<file path="config.mk">
export PLATFORM = sky130hd
export DESIGN_NAME = shift_sequencer
export DESIGN_NICKNAME = d
export VERILOG_FILES = /design/src/rtl/shift_pkg.sv /design/src/rtl/shift_step.sv /design/src/rtl/shift_sequencer.sv
export SDC_FILE = /design/constraint.sdc
export NUM_CORES = 1
export LEC_CHECK = 0
export ABC_AREA = 0
export CORE_ASPECT_RATIO = 1.5
export CORE_MARGIN = 1
export CORE_UTILIZATION = 54
export DETAILED_ROUTE_END_ITERATION = 6
export GPL_ROUTABILITY_DRIVEN = 0
export PLACE_DENSITY = 0.78
export SYNTH_ARGS = -nofsm -noshare
export SYNTH_HDL_FRONTEND = slang
export SYNTH_SLANG_ARGS = --single-unit
</file>
<file path="constraint.sdc">
create_clock -name clk -period 4.11 [get_ports clk]
set_input_delay 0.6165 -clock clk [delete_from_list [all_inputs] [get_ports clk]]
set_output_delay 0.6165 -clock clk [all_outputs]
set_load 0.02 [all_outputs]
</file>
<file path="src/rtl/shift_pkg.sv">
// rtl/shift_pkg.sv - shared types and constants for the multi-cycle shift sequencer
// Optional feature macro: SHIFT_SEQ_ROTR_EN (op=11 rotates right when defined,
// otherwise op=11 passes the operand through unchanged).
package shift_pkg;

    typedef enum logic [1:0] {
        OP_SLL  = 2'b00,
        OP_SRL  = 2'b01,
        OP_SRA  = 2'b10,
        OP_ROTR = 2'b11
    } shift_op_t;

    typedef enum logic [1:0] {
        S_IDLE  = 2'b00,
        S_SHIFT = 2'b01,
        S_DONE  = 2'b10
    } state_t;

    localparam int SHIFT_STEP_DEFAULT = 2;

`ifdef SHIFT_SEQ_ROTR_EN
    localparam bit ROTR_EN = 1'b1;
`else
    localparam bit ROTR_EN = 1'b0;
`endif

endpackage

</file>
<file path="src/rtl/shift_step.sv">
// rtl/shift_step.sv - combinational single shift stage, shifts value_in by k positions
// Ports:
//   value_in  [WIDTH-1:0]  value to shift
//   op        [1:0]        00 SLL, 01 SRL, 10 SRA, 11 ROTR (pass-through unless
//                          SHIFT_SEQ_ROTR_EN is defined)
//   k         [K_W-1:0]    positions to shift this stage (0..STEP)
//   value_out [WIDTH-1:0]  shifted value
module shift_step
    import shift_pkg::*;
#(
    parameter int WIDTH = 32,
    parameter int K_W   = 2
) (
    input  logic [WIDTH-1:0] value_in,
    input  logic [1:0]       op,
    input  logic [K_W-1:0]   k,
    output logic [WIDTH-1:0] value_out
);

    always_comb begin
        value_out = value_in;
        case (shift_op_t'(op))
            OP_SLL:  value_out = value_in << k;
            OP_SRL:  value_out = value_in >> k;
            // The sign bit of the work register is the original operand's MSB,
            // and arithmetic shifting preserves it across every stage.
            OP_SRA:  value_out = WIDTH'($signed(value_in) >>> k);
            OP_ROTR: begin
                // k=0 makes the left shift amount WIDTH, which yields zero,
                // so the OR leaves the value intact.
                if (ROTR_EN) begin
                    value_out = (value_in >> k) | (value_in << (WIDTH - int'(k)));
                end
            end
            default: value_out = value_in;
        endcase
    end

endmodule

</file>
<file path="src/rtl/shift_sequencer.sv">
// rtl/shift_sequencer.sv - multi-cycle SLL/SRL/SRA(/ROTR) controller, STEP bits per cycle
// Ports:
//   clk, reset          rising-edge clock, asynchronous active-high reset
//   start               request, sampled only in IDLE
//   op [1:0]            00 SLL, 01 SRL, 10 SRA, 11 ROTR/pass-through
//   shamt [SHAMT_W-1:0] shift amount 0..WIDTH-1
//   operand [WIDTH-1:0] value to shift
//   busy                high whenever the FSM is not IDLE
//   done                one-cycle pulse in the DONE state
//   result [WIDTH-1:0]  shifted value, held until the next completion
// Optional feature macro: SHIFT_SEQ_ROTR_EN (see shift_pkg).
module shift_sequencer
    import shift_pkg::*;
#(
    parameter int  WIDTH   = 32,
    parameter int  STEP    = SHIFT_STEP_DEFAULT,
    localparam int SHAMT_W = $clog2(WIDTH)
) (
    input  logic               clk,
    input  logic               reset,
    input  logic               start,
    input  logic [1:0]         op,
    input  logic [SHAMT_W-1:0] shamt,
    input  logic [WIDTH-1:0]   operand,
    output logic               busy,
    output logic               done,
    output logic [WIDTH-1:0]   result
);

    localparam int K_W = $clog2(STEP + 1);

    state_t             state_q, state_d;
    logic [WIDTH-1:0]   work_q, work_d;
    shift_op_t          op_q, op_d;
    logic [SHAMT_W-1:0] remaining_q, remaining_d;
    logic [WIDTH-1:0]   result_q, result_d;

    logic [K_W-1:0]     k;
    logic [WIDTH-1:0]   step_out;
    logic               pass_through;

    // Final step may be shorter than STEP so remaining lands exactly on zero.
    assign k = (remaining_q < SHAMT_W'(STEP)) ? K_W'(remaining_q) : K_W'(STEP);

    assign pass_through = (shift_op_t'(op) == OP_ROTR) && !ROTR_EN;

    shift_step #(
        .WIDTH (WIDTH),
        .K_W   (K_W)
    ) u_step (
        .value_in  (work_q),
        .op        (op_q),
        .k         (k),
        .value_out (step_out)
    );

    always_ff @(posedge clk or posedge reset) begin
        if (reset) begin
            state_q     <= S_IDLE;
            work_q      <= '0;
            op_q        <= OP_SLL;
            remaining_q <= '0;
            result_q    <= '0;
        end else begin
            state_q     <= state_d;
            work_q      <= work_d;
            op_q        <= op_d;
            remaining_q <= remaining_d;
            result_q    <= result_d;
        end
    end

    // result_d is loaded only on the transition into DONE, so result holds
    // its value through IDLE and SHIFT.
    always_comb begin
        state_d     = state_q;
        work_d      = work_q;
        op_d        = op_q;
        remaining_d = remaining_q;
        result_d    = result_q;
        case (state_q)
            S_IDLE: begin
                if (start) begin
                    work_d      = operand;
                    op_d        = shift_op_t'(op);
                    remaining_d = shamt;
                    if ((shamt == '0) || pass_through) begin
                        state_d  = S_DONE;
                        result_d = operand;
                    end else begin
                        state_d  = S_SHIFT;
                    end
                end
            end
            S_SHIFT: begin
                work_d      = step_out;
                remaining_d = remaining_q - SHAMT_W'(k);
                if (remaining_d == '0) begin
                    state_d  = S_DONE;
                    result_d = step_out;
                end
            end
            S_DONE: begin
                state_d = S_IDLE;
            end
            default: begin
                state_d = S_IDLE;
            end
        endcase
    end

    always_comb begin
        busy   = (state_q != S_IDLE);
        done   = (state_q == S_DONE);
        result = result_q;
    end

endmodule
</file>
==> impl_metrics.yaml, run 1 <==
outcome:
  status: "finished clean"
clock_network:
  postCtsResizedCells: 0
  post_cts_buffers: 0
  clkTransAtPathRegs_ps: 60
  cts_tree: "built"
  numCtsBuffers: 9
  clockRootBuffer: "clkbuf_16"
  cts_hold_buf: 0
  clkSinkCount: 73
  cts_buffer_depth: 2
  clock_latency_ps: 330
  htree_num_levels: 3
floorplan:
  dieArea_sq_um: 9080
  die_x_microns: 78.2
  die_h_microns: 116
  start_util_pct: 55.8
  floorplan.rows: 41
  core_sq_um: 8410
  ios: 76
timing:
  finalSetupViolCount: 0
  fmax_mhz: 303
  fin_crit_sh_pct: 80.3
  rsz0062_at_grt: "false"
  relSlewSlack_pct: 31.5
  final_hold_viol_count: 0
  finalMaxSlewViolations: 0
  worst_slew_pin_slew_ps: 1030
  fin_ws_ps: 810
  worst_clock_skew_ps: 5.54
  fin_setup_tns_ps: 0
  period_minus_slack_ps: 3300
yosys:
  yosys_warnings: 0
  syn_nets: 575
  synthesis.area_sq_um: 4700
  synthTopCellsByArea: "dfrtp_1 39%, o21ai_0 7.6%, mux2i_1 5.1%"
  synth_fa_ha_area_share_pct: 1.36
  synthDistinctLibCells: 61
  post-synth-top-count-cell: "dfrtp_1"
  synth_xor_area_share_pct: 0.373
  synthSimpleGateAreaFrac_pct: 14.4
  synth_top_area_share_pct: 38.9
  synth_area_per_cell_sq_um: 8.83
  ys_top_cells_by_count: "73 x dfrtp_1, 71 x o21ai_0, 46 x nand2_1, 36 x nor2_1, 35 x clkbuf_1"
  synth.yosys.seq_area_share_pct: 38.9
  async_flop_share_pct: 100
  synth_compound_area_share_pct: 30.2
  synth_mux_area_share_pct: 8.47
  synth-edff-count: 0
  synth_top_cell_by_area: "dfrtp_1"
  syn_inst: 532
  synth_top_family_by_area: "compound AO/OA/AOI/OAI gates"
  ys_ff_latch: 73
  synth_ff_type: "dfrtp_1"
worst_setup_path:
  crit_start: "remaining_q[4]"
  endpoint_kind: "register"
  critPathSlowestCell: "or4_1"
  crit_chain: "or4_1, buf_4, nand2b_1, ha_1, nor4_1, o21ai_0, and3b_1, nand2_2, inv_2, mux2_2"
  cpPeakStageDelay_ps: 550
  crit_arrival_ps: 3520
  required_ps: 4330
  crit_buf_inv: 2
  worst_setup_path_start_kind: "register"
  cpLargestDelayFamily: "simple AND/OR/NAND/NOR gates"
  worstPathMaxFanout: 17
  reg2reg_from: "remaining_q[4]"
  crit_type: "register to register"
global_route:
  grt_pass1_wl_microns: 22000
  grt_pass1_vias: 4405
  grt_max_degree: 74
  grt_usage_pct: 31.6
  antenna_found_initial: 0
  grt-ovfl-total: 0
routing:
  route.detailed.drc: 0
  wl_per_cell_microns: 19.5
  via_per_inst: 6.53
  drtPass1Iterations: 6
  ant_nets: 0
  vias: 4519
  routed_wl_microns: 13500
  drtIter0Drc: 447
job:
  maxCapViolCount: 0
placement:
  io_buffers: 75
  dp_hpwl_microns: 8830
  post-place-ws_ps: 857
min_path:
  hold_start: "result[2]"
  hp-class: "register to register"
finish:
  area_growth_pct: 22.5
  drive_above_1_share_pct: 10.8
  n_antenna_cell: 0
  fin_nets: 623
pwr:
  irDropWorstVdd_mv: 0.607
  power.density_nw_per_um2: 1010
  leakagePower_uw: 0.00221
[cell families (layout without fill, tap and decap cells)]
family | after synthesis | after routing
DFF | 73 | 73
adders and majority gates | 6 | 6
xor gates and xnor gates | 2 | 2
other | 1 | 1
AOI/OAI and AO/OA | 214 | 214
muxes | 37 | 37
buffers and inverters | 61 | 114
and+or+nand+nor | 138 | 138
[worst register-to-register path, cell delays in order (launching register included)]
cell and delay (ps):
dfrtp_1 460, or4_1 550, buf_4 220, nand2b_1 100, ha_1 250, nor4_1 60, o21ai_0 290, and3b_1 540
nand2_2 120, inv_2 220, mux2_2 370
[cell type report]
cell class	count	area, sq um
Clock buffer	15	298
Clock inverter	1	30.0
Fill cell	719	2660
Inverter	9	33.8
Multi-Input combinational cell	398	2580
Sequential cell	73	1830
Tap cell	107	134
Timing Repair Buffer	89	856
[power breakdown]
part | switching (uW) | internal (uW)
Clock | 295 | 553
Combinational | 1920 | 1450
Sequential | 469 | 1100
Total | 2690 | 3100
[stage by stage]
stage	hold slack, ps	area [sq um]	power (uW)	util [%]	cells
finish	498	5760	5790	68.4	692
global route	522	5760	6170	68.4	692
CTS	505	5760	5750	68.4	692
floorplan	495	4700	3890	-	532
detailed placement	493	5430	4880	64.5	676
global placement	485	5430	4780	64.5	676
[worst paths after layout]
path,endpoint,slack (ps),depth (start not counted)
max,result[28],810,10
min,result[2],500,2
max reg2reg,result[28],810,10
min reg2reg,result[2],500,2
max in group asynchronous,work_q[7],2610,3
min in group asynchronous,state_q[0],890,3
[layer usage]
metal | track usage [%] | part of all wire [%] | vias to the layer above
li1 | - | - | 2088
met1 | 38.8 | 38 | 2171
met2 | 53.7 | 52 | 233
met3 | 4.84 | 7.4 | 27
met4 | 16.5 | 2.6 | 0
met5 | 0 | 0 | -
[state kept, by name (all words and copies together) (netlist names)]
| name | count |
|---|---|
| result | 32 |
| work_q | 32 |
| remaining_q | 5 |
| op_q | 2 |
| state_q | 2 |
[cells in the final DEF, fill, tap and decap left out, drive strengths merged, types with 3 or more instances in the layout]
| cell | instances |
|---|---|
| a211oi | 3 |
| a21oi | 25 |
| a22o | 10 |
| a2bb2oi | 11 |
| a31o | 9 |
| a31oi | 20 |
| buf | 14 |
| clkbuf | 15 |
| clkdlybuf4s50 | 75 |
| dfrtp | 73 |
| inv | 8 |
| maj3 | 5 |
| mux2 | 12 |
| mux2i | 24 |
| nand2 | 48 |
| nand2b | 23 |
| nor2 | 36 |
| nor2b | 3 |
| nor3 | 8 |
| o21ai | 74 |
| o221ai | 22 |
| o31ai | 23 |
| or2 | 3 |
| or3 | 6 |
Note: power is estimated with default switching activity, not from simulation.
==> run 2, diff against run 1 <==
--- a/config.mk
+++ b/config.mk
@@ -8,10 +8,10 @@
 export ABC_AREA = 0
 export CORE_ASPECT_RATIO = 1.5
 export CORE_MARGIN = 1
-export CORE_UTILIZATION = 54
+export CORE_UTILIZATION = 49
 export DETAILED_ROUTE_END_ITERATION = 6
 export GPL_ROUTABILITY_DRIVEN = 0
-export PLACE_DENSITY = 0.78
+export PLACE_DENSITY = 0.75
 export SYNTH_ARGS = -nofsm -noshare
 export SYNTH_HDL_FRONTEND = slang
 export SYNTH_SLANG_ARGS = --single-unit
==> constraint.sdc (replaced) <==
create_clock -name clk -period 2.9 [get_ports clk]
set_input_delay 0.435 -clock clk [delete_from_list [all_inputs] [get_ports clk]]
set_output_delay 0.435 -clock clk [all_outputs]
set_load 0.02 [all_outputs]
==> impl_metrics.yaml, run 2 (synthesis results as in run 1) <==
outcome:
  status: "finished clean"
global_route:
  grt_max_degree: 45
  grt_pass1_wl_microns: 21400
  grt_pass1_vias: 4350
  grt_usage_pct: 28.3
  grt-ovfl-total: 0
  antenna_found_initial: 0
worst_setup_path:
  endpoint_kind: "register"
  crit_type: "register to register"
  worstPathMaxFanout: 13
  crit_arrival_ps: 2890
  worst_setup_path_start_kind: "register"
  rrSetupSlack_ps: 220
  required_ps: 3120
floorplan:
  ios: 76
  die_h_microns: 122
  die_x_microns: 81.9
  start_util_pct: 50.8
  floorplan.rows: 43
  core_sq_um: 9250
  dieArea_sq_um: 9990
timing:
  final_hold_viol_count: 0
  finalMaxSlewViolations: 0
  whs_ps: 501
  fin_setup_tns_ps: 0
  finalSetupViolCount: 0
  worst_clock_skew_ps: 5.57
  period_minus_slack_ps: 2680
  relSlewSlack_pct: 53.1
  rsz0062_at_grt: "false"
  fin_ws_ps: 225
  fin_crit_sh_pct: 92.2
  worst_slew_pin_slew_ps: 704
  fmax_mhz: 374
routing:
  wl_per_cell_microns: 18.4
  drtPass1Iterations: 5
  routed_wl_microns: 13100
  ant_nets: 0
  via_per_inst: 6.35
  vias: 4520
  drtIter0Drc: 436
  route.detailed.drc: 0
pwr:
  internal_power_uw: 4470
  power.density_nw_per_um2: 1410
  irDropWorstVdd_mv: 0.708
  pwr-share-clk_pct: 13.5
  p_total_uw: 8250
  combPwrFrac_pct: 59.9
  leakagePower_uw: 0.00228
  switching_share_pct: 45.8
  power_frac_seq_pct: 26.6
  p_switching_uw: 3770
placement:
  io_buffers: 75
  dp_hpwl_microns: 9220
  post-place-ws_ps: 177
clock_network:
  clkTransAtPathRegs_ps: 60
  cts_tree: "built"
  numCtsBuffers: 9
  cts_hold_buf: 0
  clockRootBuffer: "clkbuf_16"
  clock_latency_ps: 340
  clkSinkCount: 73
  htree_num_levels: 3
  cts_buffer_depth: 2
min_path:
  hp-class: "register to register"
finish:
  drive_above_1_share_pct: 13.0
  fin_util_pct: 63.4
  final_common_cell: "clkdlybuf4s50_1"
  n_antenna_cell: 0
  fin_nets: 639
  area_growth_pct: 24.9
  final_cell_mix: "75 x clkdlybuf4s50_1, 73 x dfrtp_1, 70 x o21ai_0"
job:
  maxCapViolCount: 0
run 2: cell types whose count changed in the layout (fill, tap and decap cells not counted), sizes merged:
| cell | change |
|---|---|
| clkbuf | -3 |
| clkinv | +3 |
| inv | -1 |
| buf | +16 |
run 2: path summary, 6_finish.rpt:
kind,depth (start not counted),startpoint,endpoint
worst max-delay path,9,remaining_q[3],result[0]
worst max register to register,9,remaining_q[3],result[0]
min in group asynchronous,2,reset,result[26]
max in group asynchronous,3,reset,work_q[0]
worst min register to register,2,result[7],result[7]
worst min-delay path,2,result[7],result[7]
run 2: worst max-delay path, cell delays in order, from the launching register on:
cell      delay, ps
dfrtp_1         470
or4_1           570
nand2b_1        110
ha_1            260
o31a_1          160
o21ai_1         100
and3b_1         210
nand2_2          80
clkinv_2        200
mux2_1          380
run 2: metrics by stage:
stage / cells / area, sq um
final: 712 / 5860
after global routing: 712 / 5860
after CTS: 712 / 5860
after detailed placement: 697 / 5570
after global placement: 697 / 5570
after floorplan: 532 / 4700
run 2: metal layers:
| layer | global-route usage, % | share of wire [%] | wire length (microns) |
|---|---|---|---|
| met5 | 0 | 0 | 0 |
| met4 | 12.2 | 3.2 | 418 |
| met3 | 4.57 | 4.6 | 610 |
| met2 | 47.2 | 51 | 6650 |
| met1 | 35.3 | 41 | 5450 |
run 2: power by group through the flow:
stage / clock, uW / sequential (uW) / combinational, uW
5_1_grt: 1170 / 2260 / 5400
3_3_place_gp: 0 / 2160 / 4760
2_1_floorplan: 0 / 2210 / 3300
3_5_place_dp: 0 / 2190 / 4880
4_1_cts: 1120 / 2180 / 4910
6_report: 1110 / 2190 / 4940
run 2: area by class of cell:
class | instances | area, sq um
clock buffers | 12 | 256
clock inverters | 3 | 40.0
fillers | 798 | 3390
inverters | 9 | 35.0
multi-input cells | 398 | 2580
flip-flops and latches | 73 | 1830
well taps | 112 | 140
repair buffers | 105 | 988
run 2: timing repair:
action	in CTS	in global routing
resized for setup	0	1
setup buffers	0	0
setup endpoints to repair	0	2
==> run 3, diff against run 2 <==
--- a/config.mk
+++ b/config.mk
@@ -6,12 +6,14 @@
 export NUM_CORES = 1
 export LEC_CHECK = 0
 export ABC_AREA = 0
+export CAP_MARGIN = 20
 export CORE_ASPECT_RATIO = 1.5
 export CORE_MARGIN = 1
 export CORE_UTILIZATION = 49
 export DETAILED_ROUTE_END_ITERATION = 6
 export GPL_ROUTABILITY_DRIVEN = 0
 export PLACE_DENSITY = 0.75
+export SETUP_SLACK_MARGIN = 0.15
 export SYNTH_ARGS = -nofsm -noshare
 export SYNTH_HDL_FRONTEND = slang
 export SYNTH_SLANG_ARGS = --single-unit
==> impl_metrics.yaml, run 3 (synthesis results as in run 1) <==
placement:
  dp_hpwl_microns: 9210
  io_buffers: 75
routing:
  drtPass1Iterations: 5
  route.detailed.drc: 0
  via_per_inst: 6.34
  wl_met3_microns: 603
  wl_per_cell_microns: 18.4
  ant_nets: 0
  route.met2.wl_microns: 6690
  top_layer: "met4"
  routed_wl_microns: 13100
  wl_met1_microns: 5450
  drtIter0Drc: 347
  vias: 4513
finish:
  final_cell_mix: "75 x clkdlybuf4s50_1, 73 x dfrtp_1, 70 x o21ai_0"
  drive_above_1_share_pct: 13.2
  n_antenna_cell: 0
  area_growth_pct: 25.1
  fin_nets: 638
  final_common_cell: "clkdlybuf4s50_1"
global_route:
  grt-ovfl-total: 0
  grt_max_degree: 47
  antenna_found_initial: 0
  grt_pass1_vias: 4406
  grt_usage_pct: 28.2
  grt_pass1_wl_microns: 21400
worst_setup_path:
  required_ps: 3120
  cpPeakStageDelay_ps: 590
  critPathSlowestCell: "or4_1"
  worstPathMaxFanout: 9
  crit_chain: "or4_1, nand2b_1, ha_2, nor4_1, o21ai_1, and3b_1, nand2_2, inv_4, mux2_2"
  worst_setup_path_start_kind: "register"
  crit_arrival_ps: 2800
  crit_type: "register to register"
  endpoint_kind: "register"
timing:
  fin_crit_sh_pct: 89.0
  final_hold_viol_count: 0
  finalSetupViolCount: 0
  fin_setup_tns_ps: 0
  fmax_mhz: 388
  worst_slew_pin_slew_ps: 985
  period_minus_slack_ps: 2580
  finalMaxSlewViolations: 0
  relSlewSlack_pct: 34.3
  rsz0062_at_grt: "false"
  worst_clock_skew_ps: 4.36
floorplan:
  floorplan.rows: 43
  die_x_microns: 81.9
  start_util_pct: 50.8
  ios: 76
  core_sq_um: 9250
  die_h_microns: 122
  dieArea_sq_um: 9990
pwr:
  leakagePower_uw: 0.00227
  p_total_uw: 8250
  irDropWorstVdd_mv: 0.713
  power.density_nw_per_um2: 1410
min_path:
  hp-class: "register to register"
clock_network:
  clockRootBuffer: "clkbuf_16"
  clkSinkCount: 73
  clkTransAtPathRegs_ps: 60
  numCtsBuffers: 9
  clock_latency_ps: 330
  cts_tree: "built"
  cts_hold_buf: 0
  post_cts_buffers: 0
  htree_num_levels: 3
  cts_buffer_depth: 2
job:
  maxCapViolCount: 0
outcome:
  status: "finished clean"
[run 3: changes by cell type in the layout (fill, tap and decap cells not counted)]
cell	previous run	this run
ha_2	0	1
ha_1	1	0
buf_12	1	2
buf_4	29	27
clkinvlp_4	0	2
clkbuf_8	2	1
clkinv_2	3	2
inv_4	0	1
[run 3: per-stage QoR]
| stage | hold slack, ps | setup slack (ps) | util (%) | area, sq um | instances |
|---|---|---|---|---|---|
| after global placement | 481 | 285 | 60.2 | 5570 | 696 |
| after detailed placement | 495 | 258 | 60.2 | 5570 | 696 |
| after CTS | 508 | 285 | 63.5 | 5870 | 712 |
| after floorplan | 495 | 612 | - | 4710 | 532 |
| final | 502 | 319 | 63.5 | 5870 | 712 |
| after global routing | 531 | 162 | 63.5 | 5870 | 712 |
[run 3: worst paths after layout]
kind                       cells after the start  slack, ps        endpoint           start
max                                            9        320      result[30]  remaining_q[4]
min                                            2        500       result[9]       result[9]
max reg2reg                                    9        320      result[30]  remaining_q[4]
min reg2reg                                    2        500       result[9]       result[9]
max in group asynchronous                      3       1720         op_q[1]           reset
min in group asynchronous                      2        510  remaining_q[3]           reset
[run 3: routing by layer]
metal / track usage (%) / up-vias
met2: 46.4 / 162
met4: 13.4 / 0
li1: - / 2117
met3: 3.90 / 27
met5: 0 / -
met1: 35.9 / 2207
[run 3: worst max-delay path: cells and delay by family, from the launching register on]
family	cells	cell delay, ps
AND/OR/NAND/NOR	5	1100
multiplexers	1	350
AO/OA/AOI/OAI	1	200
flip-flops	1	450
adder cells (fa/ha/maj)	1	230
buffers and inverters	1	130
[run 3: report_power, final]
group          total, uW  switching (uW)  leakage (uW)  internal (uW)
logic               4990            2770       0.00126           2220
registers           2160             595      0.000874           1560
clock network       1110             423      0.000142            686
total               8250            3790       0.00227           4470
[run 3: area by class of cell]
| cell class | count | area (sq um) |
|---|---|---|
| Tap cell | 112 | 140 |
| Clock buffer | 11 | 243 |
| Multi-Input combinational cell | 398 | 2580 |
| Fill cell | 787 | 3380 |
| Inverter | 9 | 36.3 |
| Sequential cell | 73 | 1830 |
| Clock inverter | 5 | 55.1 |
| Timing Repair Buffer | 104 | 993 |
[run 3: timing repair]
action / in CTS / in global routing
setup endpoints to repair: 0 / 4
endpoints found under the hold margin: 0 / 0
gates resized for setup: 0 / 1
